**src/rtl/ldst_pkg.sv**
```systemverilog
// Shared types and helpers for the load/store memory bridge: access size
// encoding, per-request metadata, and the strobe/replicate/extend functions.
package ldst_pkg;

  typedef enum logic [1:0] {
    LDST_SIZE_B = 2'd0,
    LDST_SIZE_H = 2'd1,
    LDST_SIZE_W = 2'd2
  } ldst_size_e;

  // Size is kept as raw bits so the illegal encoding 3 survives into the
  // metadata; it is always flagged as an error before it matters.
  typedef struct packed {
    logic       st;
    logic [1:0] size;
    logic       uns;
    logic [1:0] off;
    logic       err;
  } ldst_meta_t;

  function automatic logic calc_mis(input logic [1:0] size, input logic [1:0] off);
    return ((size == LDST_SIZE_H) && off[0]) ||
           ((size == LDST_SIZE_W) && (off != 2'b00)) ||
           (size == 2'd3);
  endfunction

  function automatic logic [3:0] calc_wstrb(input logic [1:0] size, input logic [1:0] off);
    logic [3:0] strb;
    case (size)
      LDST_SIZE_B: strb = 4'b0001 << off;
      LDST_SIZE_H: strb = 4'b0011 << off;
      LDST_SIZE_W: strb = 4'b1111;
      default:     strb = 4'b0000;
    endcase
    return strb;
  endfunction

  function automatic logic [31:0] calc_wdata(input logic [1:0] size, input logic [31:0] wdata);
    logic [31:0] rep;
    case (size)
      LDST_SIZE_B: rep = {4{wdata[7:0]}};
      LDST_SIZE_H: rep = {2{wdata[15:0]}};
      default:     rep = wdata;
    endcase
    return rep;
  endfunction

  function automatic logic [31:0] extend_load(input logic [31:0] word, input logic [1:0] size,
                                              input logic [1:0] off, input logic uns);
    logic [31:0] sh;
    logic [31:0] res;
    sh = word >> {off, 3'b000};
    case (size)
      LDST_SIZE_B: res = uns ? {24'h0, sh[7:0]}  : {{24{sh[7]}}, sh[7:0]};
      LDST_SIZE_H: res = uns ? {16'h0, sh[15:0]} : {{16{sh[15]}}, sh[15:0]};
      default:     res = sh;
    endcase
    return res;
  endfunction

endpackage

```
**src/rtl/ldst_mem_bridge_if.sv**
```systemverilog
// Request, response and data-memory bus signals of the load/store bridge.
// slave is the bridge's view; master is the view of the surrounding core/memory.
interface ldst_mem_bridge_if;

  logic        req_vld;
  logic        req_rdy;
  logic [31:0] req_addr;
  logic        req_st;
  logic [1:0]  req_size;
  logic        req_unsigned;
  logic [31:0] req_wdata;

  logic        rsp_vld;
  logic        rsp_rdy;
  logic [31:0] rsp_data;
  logic        rsp_err;

  logic        mem_req_vld;
  logic        mem_req_rdy;
  logic [31:0] mem_req_addr;
  logic        mem_req_we;
  logic [3:0]  mem_req_wstrb;
  logic [31:0] mem_req_wdata;

  logic        mem_rsp_vld;
  logic        mem_rsp_rdy;
  logic [31:0] mem_rsp_data;

  modport slave (
    input  req_vld, req_addr, req_st, req_size, req_unsigned, req_wdata,
    output req_rdy,
    output rsp_vld, rsp_data, rsp_err,
    input  rsp_rdy,
    output mem_req_vld, mem_req_addr, mem_req_we, mem_req_wstrb, mem_req_wdata,
    input  mem_req_rdy,
    input  mem_rsp_vld, mem_rsp_data,
    output mem_rsp_rdy
  );

  modport master (
    output req_vld, req_addr, req_st, req_size, req_unsigned, req_wdata,
    input  req_rdy,
    input  rsp_vld, rsp_data, rsp_err,
    output rsp_rdy,
    input  mem_req_vld, mem_req_addr, mem_req_we, mem_req_wstrb, mem_req_wdata,
    output mem_req_rdy,
    output mem_rsp_vld, mem_rsp_data,
    input  mem_rsp_rdy
  );

endinterface

```
**src/rtl/ldst_meta_fifo.sv**
```systemverilog
// Synchronous FIFO holding per-request metadata between acceptance and
// response. Push while full is accepted when a pop happens in the same cycle.
module ldst_meta_fifo #(
  parameter int DEPTH = 2,
  parameter int WIDTH = 8
) (
  input  logic             clk,
  input  logic             rst,
  input  logic             push,
  input  logic [WIDTH-1:0] din,
  input  logic             pop,
  output logic [WIDTH-1:0] dout,
  output logic             full,
  output logic             empty
);

  localparam int PW = (DEPTH > 1) ? $clog2(DEPTH) : 1;
  localparam int CW = $clog2(DEPTH + 1);

  logic [WIDTH-1:0] mem_q [DEPTH];
  logic [WIDTH-1:0] mem_d [DEPTH];
  logic [PW-1:0]    wr_ptr_q, wr_ptr_d;
  logic [PW-1:0]    rd_ptr_q, rd_ptr_d;
  logic [CW-1:0]    count_q, count_d;
  logic             push_ok;
  logic             pop_ok;

  function automatic logic [PW-1:0] ptr_inc(input logic [PW-1:0] p);
    return (p == PW'(DEPTH - 1)) ? '0 : p + 1'b1;
  endfunction

  assign empty = (count_q == '0);
  assign full  = (count_q == CW'(DEPTH));
  assign dout  = mem_q[rd_ptr_q];

  // Pointer, occupancy and storage update for accepted push/pop.
  always_comb begin
    push_ok  = push & (~full | pop);
    pop_ok   = pop & ~empty;
    mem_d    = mem_q;
    wr_ptr_d = wr_ptr_q;
    rd_ptr_d = rd_ptr_q;
    if (push_ok) begin
      mem_d[wr_ptr_q] = din;
      wr_ptr_d        = ptr_inc(wr_ptr_q);
    end
    if (pop_ok) begin
      rd_ptr_d = ptr_inc(rd_ptr_q);
    end
    count_d = count_q + CW'(push_ok) - CW'(pop_ok);
  end

  // FIFO state registers.
  always_ff @(posedge clk) begin
    if (rst) begin
      for (int i = 0; i < DEPTH; i++) mem_q[i] <= '0;
      wr_ptr_q <= '0;
      rd_ptr_q <= '0;
      count_q  <= '0;
    end else begin
      mem_q    <= mem_d;
      wr_ptr_q <= wr_ptr_d;
      rd_ptr_q <= rd_ptr_d;
      count_q  <= count_d;
    end
  end

endmodule

```
**src/rtl/ldst_mem_bridge.sv**
```systemverilog
// Load/store bridge: passes aligned requests straight onto the data-memory
// bus, flags misaligned ones locally, and returns in-order responses through
// a single registered output slot with lane extraction and sign extension.
module ldst_mem_bridge
  import ldst_pkg::*;
#(
  parameter int OUTST = 2
) (
  input logic clk,
  input logic rst,
  ldst_mem_bridge_if.slave bus
);

  localparam int MW = $bits(ldst_meta_t);

  logic          mis;
  logic          push;
  logic          pop;
  logic          meta_full;
  logic          meta_empty;
  logic          slot_free;
  logic          mem_hs;
  logic          err_pop;
  ldst_meta_t    push_meta;
  ldst_meta_t    head;
  logic [MW-1:0] head_bits;

  logic          rsp_vld_q, rsp_vld_d;
  logic [31:0]   rsp_data_q, rsp_data_d;
  logic          rsp_err_q, rsp_err_d;

  ldst_meta_fifo #(
    .DEPTH (OUTST),
    .WIDTH (MW)
  ) u_meta_fifo (
    .clk   (clk),
    .rst   (rst),
    .push  (push),
    .din   (push_meta),
    .pop   (pop),
    .dout  (head_bits),
    .full  (meta_full),
    .empty (meta_empty)
  );

  assign head = ldst_meta_t'(head_bits);

  // Request side: alignment check, same-cycle memory request, metadata push.
  always_comb begin
    mis               = calc_mis(bus.req_size, bus.req_addr[1:0]);
    bus.req_rdy       = ~meta_full & (mis | bus.mem_req_rdy);
    bus.mem_req_vld   = bus.req_vld & ~meta_full & ~mis;
    bus.mem_req_addr  = {bus.req_addr[31:2], 2'b00};
    bus.mem_req_we    = bus.req_st;
    bus.mem_req_wstrb = bus.req_st ? calc_wstrb(bus.req_size, bus.req_addr[1:0]) : 4'b0000;
    bus.mem_req_wdata = calc_wdata(bus.req_size, bus.req_wdata);
    push              = bus.req_vld & ~meta_full & (mis | bus.mem_req_rdy);
    push_meta         = '{st:   bus.req_st,
                          size: bus.req_size,
                          uns:  bus.req_unsigned,
                          off:  bus.req_addr[1:0],
                          err:  mis};
  end

  // Response side: pop the head on a memory beat or immediately for an error,
  // and load the output slot. Ready stays high while nothing is outstanding
  // since a memory beat with no outstanding request is illegal anyway.
  always_comb begin
    slot_free       = ~rsp_vld_q | bus.rsp_rdy;
    bus.mem_rsp_rdy = slot_free & (meta_empty | ~head.err);
    mem_hs          = bus.mem_rsp_vld & bus.mem_rsp_rdy & ~meta_empty;
    err_pop         = slot_free & ~meta_empty & head.err;
    pop             = mem_hs | err_pop;

    rsp_vld_d  = rsp_vld_q & ~bus.rsp_rdy;
    rsp_data_d = rsp_data_q;
    rsp_err_d  = rsp_err_q;
    if (pop) begin
      rsp_vld_d = 1'b1;
      rsp_err_d = head.err;
      if (head.err || head.st) begin
        rsp_data_d = 32'h0;
      end else begin
        rsp_data_d = extend_load(bus.mem_rsp_data, head.size, head.off, head.uns);
      end
    end
  end

  // Output register.
  always_ff @(posedge clk) begin
    if (rst) begin
      rsp_vld_q  <= 1'b0;
      rsp_data_q <= 32'h0;
      rsp_err_q  <= 1'b0;
    end else begin
      rsp_vld_q  <= rsp_vld_d;
      rsp_data_q <= rsp_data_d;
      rsp_err_q  <= rsp_err_d;
    end
  end

  assign bus.rsp_vld  = rsp_vld_q;
  assign bus.rsp_data = rsp_data_q;
  assign bus.rsp_err  = rsp_err_q;

  a_no_orphan_mem_rsp: assert property (@(posedge clk) disable iff (rst)
    !(bus.mem_rsp_vld && meta_empty));

endmodule

```
**src/flat_wrapper.sv**
```systemverilog
// flat-port wrapper written by rule: the top's interface ports become plain ports
module ldst_mem_bridge_flat import ldst_pkg::*;
#(
  parameter int OUTST = 2
)
  (clk, rst, bus_req_vld, bus_req_addr, bus_req_st, bus_req_size, bus_req_unsigned, bus_req_wdata, bus_req_rdy, bus_rsp_vld, bus_rsp_data, bus_rsp_err, bus_rsp_rdy, bus_mem_req_vld, bus_mem_req_addr, bus_mem_req_we, bus_mem_req_wstrb, bus_mem_req_wdata, bus_mem_req_rdy, bus_mem_rsp_vld, bus_mem_rsp_data, bus_mem_rsp_rdy);
  ldst_mem_bridge_if bus_i ();
  input logic clk;
  input logic rst;
  input wire logic [$bits(bus_i.req_vld)-1:0] bus_req_vld;
  input wire logic [$bits(bus_i.req_addr)-1:0] bus_req_addr;
  input wire logic [$bits(bus_i.req_st)-1:0] bus_req_st;
  input wire logic [$bits(bus_i.req_size)-1:0] bus_req_size;
  input wire logic [$bits(bus_i.req_unsigned)-1:0] bus_req_unsigned;
  input wire logic [$bits(bus_i.req_wdata)-1:0] bus_req_wdata;
  output wire logic [$bits(bus_i.req_rdy)-1:0] bus_req_rdy;
  output wire logic [$bits(bus_i.rsp_vld)-1:0] bus_rsp_vld;
  output wire logic [$bits(bus_i.rsp_data)-1:0] bus_rsp_data;
  output wire logic [$bits(bus_i.rsp_err)-1:0] bus_rsp_err;
  input wire logic [$bits(bus_i.rsp_rdy)-1:0] bus_rsp_rdy;
  output wire logic [$bits(bus_i.mem_req_vld)-1:0] bus_mem_req_vld;
  output wire logic [$bits(bus_i.mem_req_addr)-1:0] bus_mem_req_addr;
  output wire logic [$bits(bus_i.mem_req_we)-1:0] bus_mem_req_we;
  output wire logic [$bits(bus_i.mem_req_wstrb)-1:0] bus_mem_req_wstrb;
  output wire logic [$bits(bus_i.mem_req_wdata)-1:0] bus_mem_req_wdata;
  input wire logic [$bits(bus_i.mem_req_rdy)-1:0] bus_mem_req_rdy;
  input wire logic [$bits(bus_i.mem_rsp_vld)-1:0] bus_mem_rsp_vld;
  input wire logic [$bits(bus_i.mem_rsp_data)-1:0] bus_mem_rsp_data;
  output wire logic [$bits(bus_i.mem_rsp_rdy)-1:0] bus_mem_rsp_rdy;
  assign bus_i.req_vld = bus_req_vld;
  assign bus_i.req_addr = bus_req_addr;
  assign bus_i.req_st = bus_req_st;
  assign bus_i.req_size = bus_req_size;
  assign bus_i.req_unsigned = bus_req_unsigned;
  assign bus_i.req_wdata = bus_req_wdata;
  assign bus_req_rdy = bus_i.req_rdy;
  assign bus_rsp_vld = bus_i.rsp_vld;
  assign bus_rsp_data = bus_i.rsp_data;
  assign bus_rsp_err = bus_i.rsp_err;
  assign bus_i.rsp_rdy = bus_rsp_rdy;
  assign bus_mem_req_vld = bus_i.mem_req_vld;
  assign bus_mem_req_addr = bus_i.mem_req_addr;
  assign bus_mem_req_we = bus_i.mem_req_we;
  assign bus_mem_req_wstrb = bus_i.mem_req_wstrb;
  assign bus_mem_req_wdata = bus_i.mem_req_wdata;
  assign bus_i.mem_req_rdy = bus_mem_req_rdy;
  assign bus_i.mem_rsp_vld = bus_mem_rsp_vld;
  assign bus_i.mem_rsp_data = bus_mem_rsp_data;
  assign bus_mem_rsp_rdy = bus_i.mem_rsp_rdy;
  ldst_mem_bridge #(.OUTST(OUTST)) u_core (.clk(clk), .rst(rst), .bus(bus_i));
endmodule
```
**config.mk**
```make
export PLATFORM = sky130hd
export DESIGN_NAME = ldst_mem_bridge_flat
export DESIGN_NICKNAME = d
export VERILOG_FILES = /design/src/rtl/ldst_pkg.sv /design/src/rtl/ldst_mem_bridge_if.sv /design/src/rtl/ldst_meta_fifo.sv /design/src/rtl/ldst_mem_bridge.sv /design/src/flat_wrapper.sv
export SDC_FILE = /design/constraint.sdc
export NUM_CORES = 1
export LEC_CHECK = 0
export ABC_AREA = 1
export BUFFER_PORTS_ARGS = -buffer_cell sky130_fd_sc_hd__buf_4
export CORE_MARGIN = 2
export CORE_UTILIZATION = 49
export DETAILED_ROUTE_END_ITERATION = 7
export PLACE_DENSITY = 0.89
export SYNTH_ARGS = -nofsm -noshare
export SYNTH_HDL_FRONTEND = slang
export SYNTH_SLANG_ARGS = --single-unit
```
**constraint.sdc**
```tcl
create_clock -name clk -period 5.1 [get_ports clk]
set_input_delay 1.275 -clock clk [delete_from_list [all_inputs] [get_ports clk]]
set_output_delay 1.275 -clock clk [all_outputs]
set_load 0.03 [all_outputs]
```
==> results.toml <==
[run_status]
status = "finished clean"

[routing]
ant_nets = 0
routed_wirelength_mm = 10.7
via_per_inst = 5.02
detail_route.iter0.violations = 211
drt-pass1-iter-count = 5
vias = 4068
routed_wire_length_per_instance_um = 13.2
drc = 0

[timing]
fin_setup_tns_ns = 0
tightestPinTransition_ns = 0.764
fmax_mhz = 255
final.setup_skew_ns = 0.00556
slew_headroom_pct = 49.0
final_max_slew_viol_count = 0
setup_repair_after_global_routing_missed_its_margin = "no"
finalSetupViolations = 0
fin_crit_ns = 3.92
final_min_period_over_clock_period_pct = 76.9
hold_violations = 0

[floorplan]
ios = 212
placeableCoreArea_mm2 = 0.00765
die-area_mm2 = 0.00851
start_util_pct = 49.9
die_w_um = 92.3
die_height_um = 92.3
floorplan.rows = 32

[cts]
cts_root_buffer = "sky130_fd_sc_hd__clkbuf_8"
cts_repair_resize_count = 0
number_of_clock_sinks = 52
post_cts_hold_buffer_count = 0
clock_tree.buffer_depth = 2
htree_levels = 2
post-cts-setup-buffers = 0
clock_tree_from_tritoncts = "yes"
later_pin_clock_latency_in_the_skew_report_ns = 0.30
worst_setup_hold_path_clk_slew_ns = 0.10
number_of_buffers_created_by_cts = 5

[finish]
area.growth.synth_to_final_pct = 22.1
filler_cell_count = 695
layout.nets = 816
antenna-diode-count = 0
final_layout_size_suffix_gt1_share_pct = 28.8

[synthesis]
synth_seq_area_share_pct = 27.3
syn-instance-count = 622
ys.warnings.count = 0
synth.largest_area_cell = "sky130_fd_sc_hd__dfxtp_1"
syn_area_per_cell_um2 = 6.14
synth.cell_area_mm2 = 0.00382
synth.top_cell.area_share_pct = 27.3
post_synth_num_cell_types = 32
synth.area.top_cells = "sky130_fd_sc_hd__dfxtp_1 (27%), sky130_fd_sc_hd__nand2_1 (23%), sky130_fd_sc_hd__buf_4 (8.8%)"
postSynthRegisterBits = 52

[worst_hold_path]
min_path_type = "reg -> reg"

[critical_path]
crit_path_max_fanout = 25
worst_setup_path_start_kind = "primary input"
crit_path_buffers_inverters = 2
crit_path_cell_trace = "buf_4, nor2_1, nand2_1, o211ai_1, buf_4"
critPathMostFrequentCell = "sky130_fd_sc_hd__buf_4"
worstPathRequired_ns = 3.83
worst-setup-path-type = "in -> out"
cp_slowest_cell = "sky130_fd_sc_hd__nor2_1"
crit_family = "simple AND/OR/NAND/NOR gates"
timing.critical_path.arrival_ns = 2.65
critical_path.max_stage_delay_ns = 0.60
endpoint_kind = "primary output"

[power]
power_w = 0.00218
static_leakage_power_nw = 2.47
cellPowerDensity_mw_per_mm2 = 469
vdd_drop_max_v = 0.000194

[grt]
first_global_vias = 3967
grt_antenna_before_repair = 0
overflow = 0
maximum_number_of_pins_on_one_net_before_global_route_repair = 39
grt_pass1_wl_mm = 17.6
grt_use_total_pct = 25.1

[placed_design]
placement.io_buffers = 149
gp_congestion = 0.899
hpwlAfterDp_mm = 8.20

[flow_run]
cap_viol_max_count = 0
-- metrics by stage --
step	worst slack (ns)	std cells	util, %	instance area, µm²	hold slack (ns)
detailed placement	1.20	803	59.8	4570	0.457
finish	1.18	811	60.9	4660	0.473
floorplan	1.43	623	-	3820	0.437
global route	1.10	811	60.9	4660	0.495
global placement	1.23	803	59.8	4570	0.453
CTS	1.20	811	60.9	4660	0.472
-- synth_stat cells --
cell type and number:
sky130_fd_sc_hd__a21oi_2 10, sky130_fd_sc_hd__nand3b_1 1, sky130_fd_sc_hd__clkbuf_1 9, sky130_fd_sc_hd__inv_2 3
sky130_fd_sc_hd__ha_1 2, sky130_fd_sc_hd__o21ai_0 19, sky130_fd_sc_hd__nand2_2 18, sky130_fd_sc_hd__buf_12 1
sky130_fd_sc_hd__a31oi_1 8, sky130_fd_sc_hd__nand3_1 51, sky130_fd_sc_hd__o211ai_1 6, sky130_fd_sc_hd__a21oi_1 31
sky130_fd_sc_hd__buf_2 11, sky130_fd_sc_hd__clkinv_2 1, sky130_fd_sc_hd__nand3_2 2, sky130_fd_sc_hd__nor2_1 39
sky130_fd_sc_hd__clkinv_1 1, sky130_fd_sc_hd__xor2_1 1, sky130_fd_sc_hd__buf_6 5, sky130_fd_sc_hd__inv_1 60
sky130_fd_sc_hd__nand2_4 4, sky130_fd_sc_hd__o21ai_1 2, sky130_fd_sc_hd__dfxtp_1 52, sky130_fd_sc_hd__nor2_4 3
sky130_fd_sc_hd__buf_4 45, sky130_fd_sc_hd__buf_1 1, sky130_fd_sc_hd__nand2_1 229, sky130_fd_sc_hd__conb_1 1
sky130_fd_sc_hd__a21boi_0 1, sky130_fd_sc_hd__or2_2 2, sky130_fd_sc_hd__o21ai_2 1, sky130_fd_sc_hd__nand3_4 2
-- flip-flops by register name, summed over array words and instances (netlist names) --
register / flops
u_core.u_meta_fifo.wr_ptr_q: 1
u_core.bus.rsp_data: 32
u_core.u_meta_fifo.rd_ptr_q: 1
u_core.bus.rsp_err: 1
u_core.bus.rsp_vld: 1
u_core.u_meta_fifo.mem_q: 14
u_core.u_meta_fifo.count_q: 2
-- worst register-to-register path, delay by kind of cell, from the launching register on --
| kind | cells | cell delay [ns] |
|---|---|---|
| AND/OR/NAND/NOR | 6 | 1.80 |
| flip-flops | 1 | 0.74 |
| AO/OA/AOI/OAI | 1 | 0.15 |
| buffers and inverters | 1 | 0.17 |
-- cells by family after synthesis --
kind of cell               share of synthesized area, %
adders and majority gates                         0.655
other                                            0.0982
xor gates and xnor gates                          0.229
DFF                                                27.3
and+or+nand+nor                                    40.0
AOI/OAI and AO/OA                                  12.0
buffers and inverters                              19.7
-- area by class of cell --
class	count	area (µm²)	share of cell area (%)
multi-input combinational	434	2030	43.6
clock buffer	6	72.6	1.56
sequential	52	1040	22.3
tap	102	128	2.74
clock inverter	2	16.3	0.349
timing repair buffer	150	1130	24.2
inverter	65	245	5.26
-- power breakdown --
part / leakage, nW / internal (W) / switching [W] / total, W
clock: 0.0414 / 0.0000980 / 0.000139 / 0.000237
combinational: 2.00 / 0.000460 / 0.000903 / 0.00136
sequential: 0.424 / 0.000511 / 0.0000726 / 0.000584
-- cells in the final DEF, fill, tap and decap left out, types with 8 or more instances in the layout --
cell type and count:
sky130_fd_sc_hd__nand2_1 229, sky130_fd_sc_hd__buf_4 150, sky130_fd_sc_hd__inv_1 60, sky130_fd_sc_hd__dfxtp_1 52
sky130_fd_sc_hd__nand3_1 51, sky130_fd_sc_hd__nor2_1 39, sky130_fd_sc_hd__a21oi_1 31, sky130_fd_sc_hd__o21ai_0 19
sky130_fd_sc_hd__nand2_2 18, sky130_fd_sc_hd__a21oi_2 10, sky130_fd_sc_hd__a31oi_1 8
-- path summary, 6_finish.rpt --
kind                               startpoint                       to  slack, ns  cells after the start
setup / recovery              bus_req_size[1]    bus_mem_req_wdata[24]       1.18                      5
hold reg to reg        u_core.bus.rsp_data[3]   u_core.bus.rsp_data[3]       0.47                      2
hold / removal         u_core.bus.rsp_data[3]   u_core.bus.rsp_data[3]       0.47                      2
setup reg to reg  u_core.u_meta_fifo.rd_ptr_q  u_core.bus.rsp_data[28]       2.16                      8
-- per-layer routing --
| layer | wire length, µm | global-route usage [%] | part of all wire [%] | vias to the layer above |
|---|---|---|---|---|
| met5 | 0 | 0 | 0 | - |
| met4 | 306 | 8.83 | 2.9 | 0 |
| met3 | 885 | 4.44 | 8.3 | 33 |
| met2 | 5290 | 45.6 | 50 | 186 |
| met1 | 4190 | 29.5 | 39 | 1790 |
| li1 | - | - | - | 2059 |
Note: power is estimated with default switching activity, not from simulation.
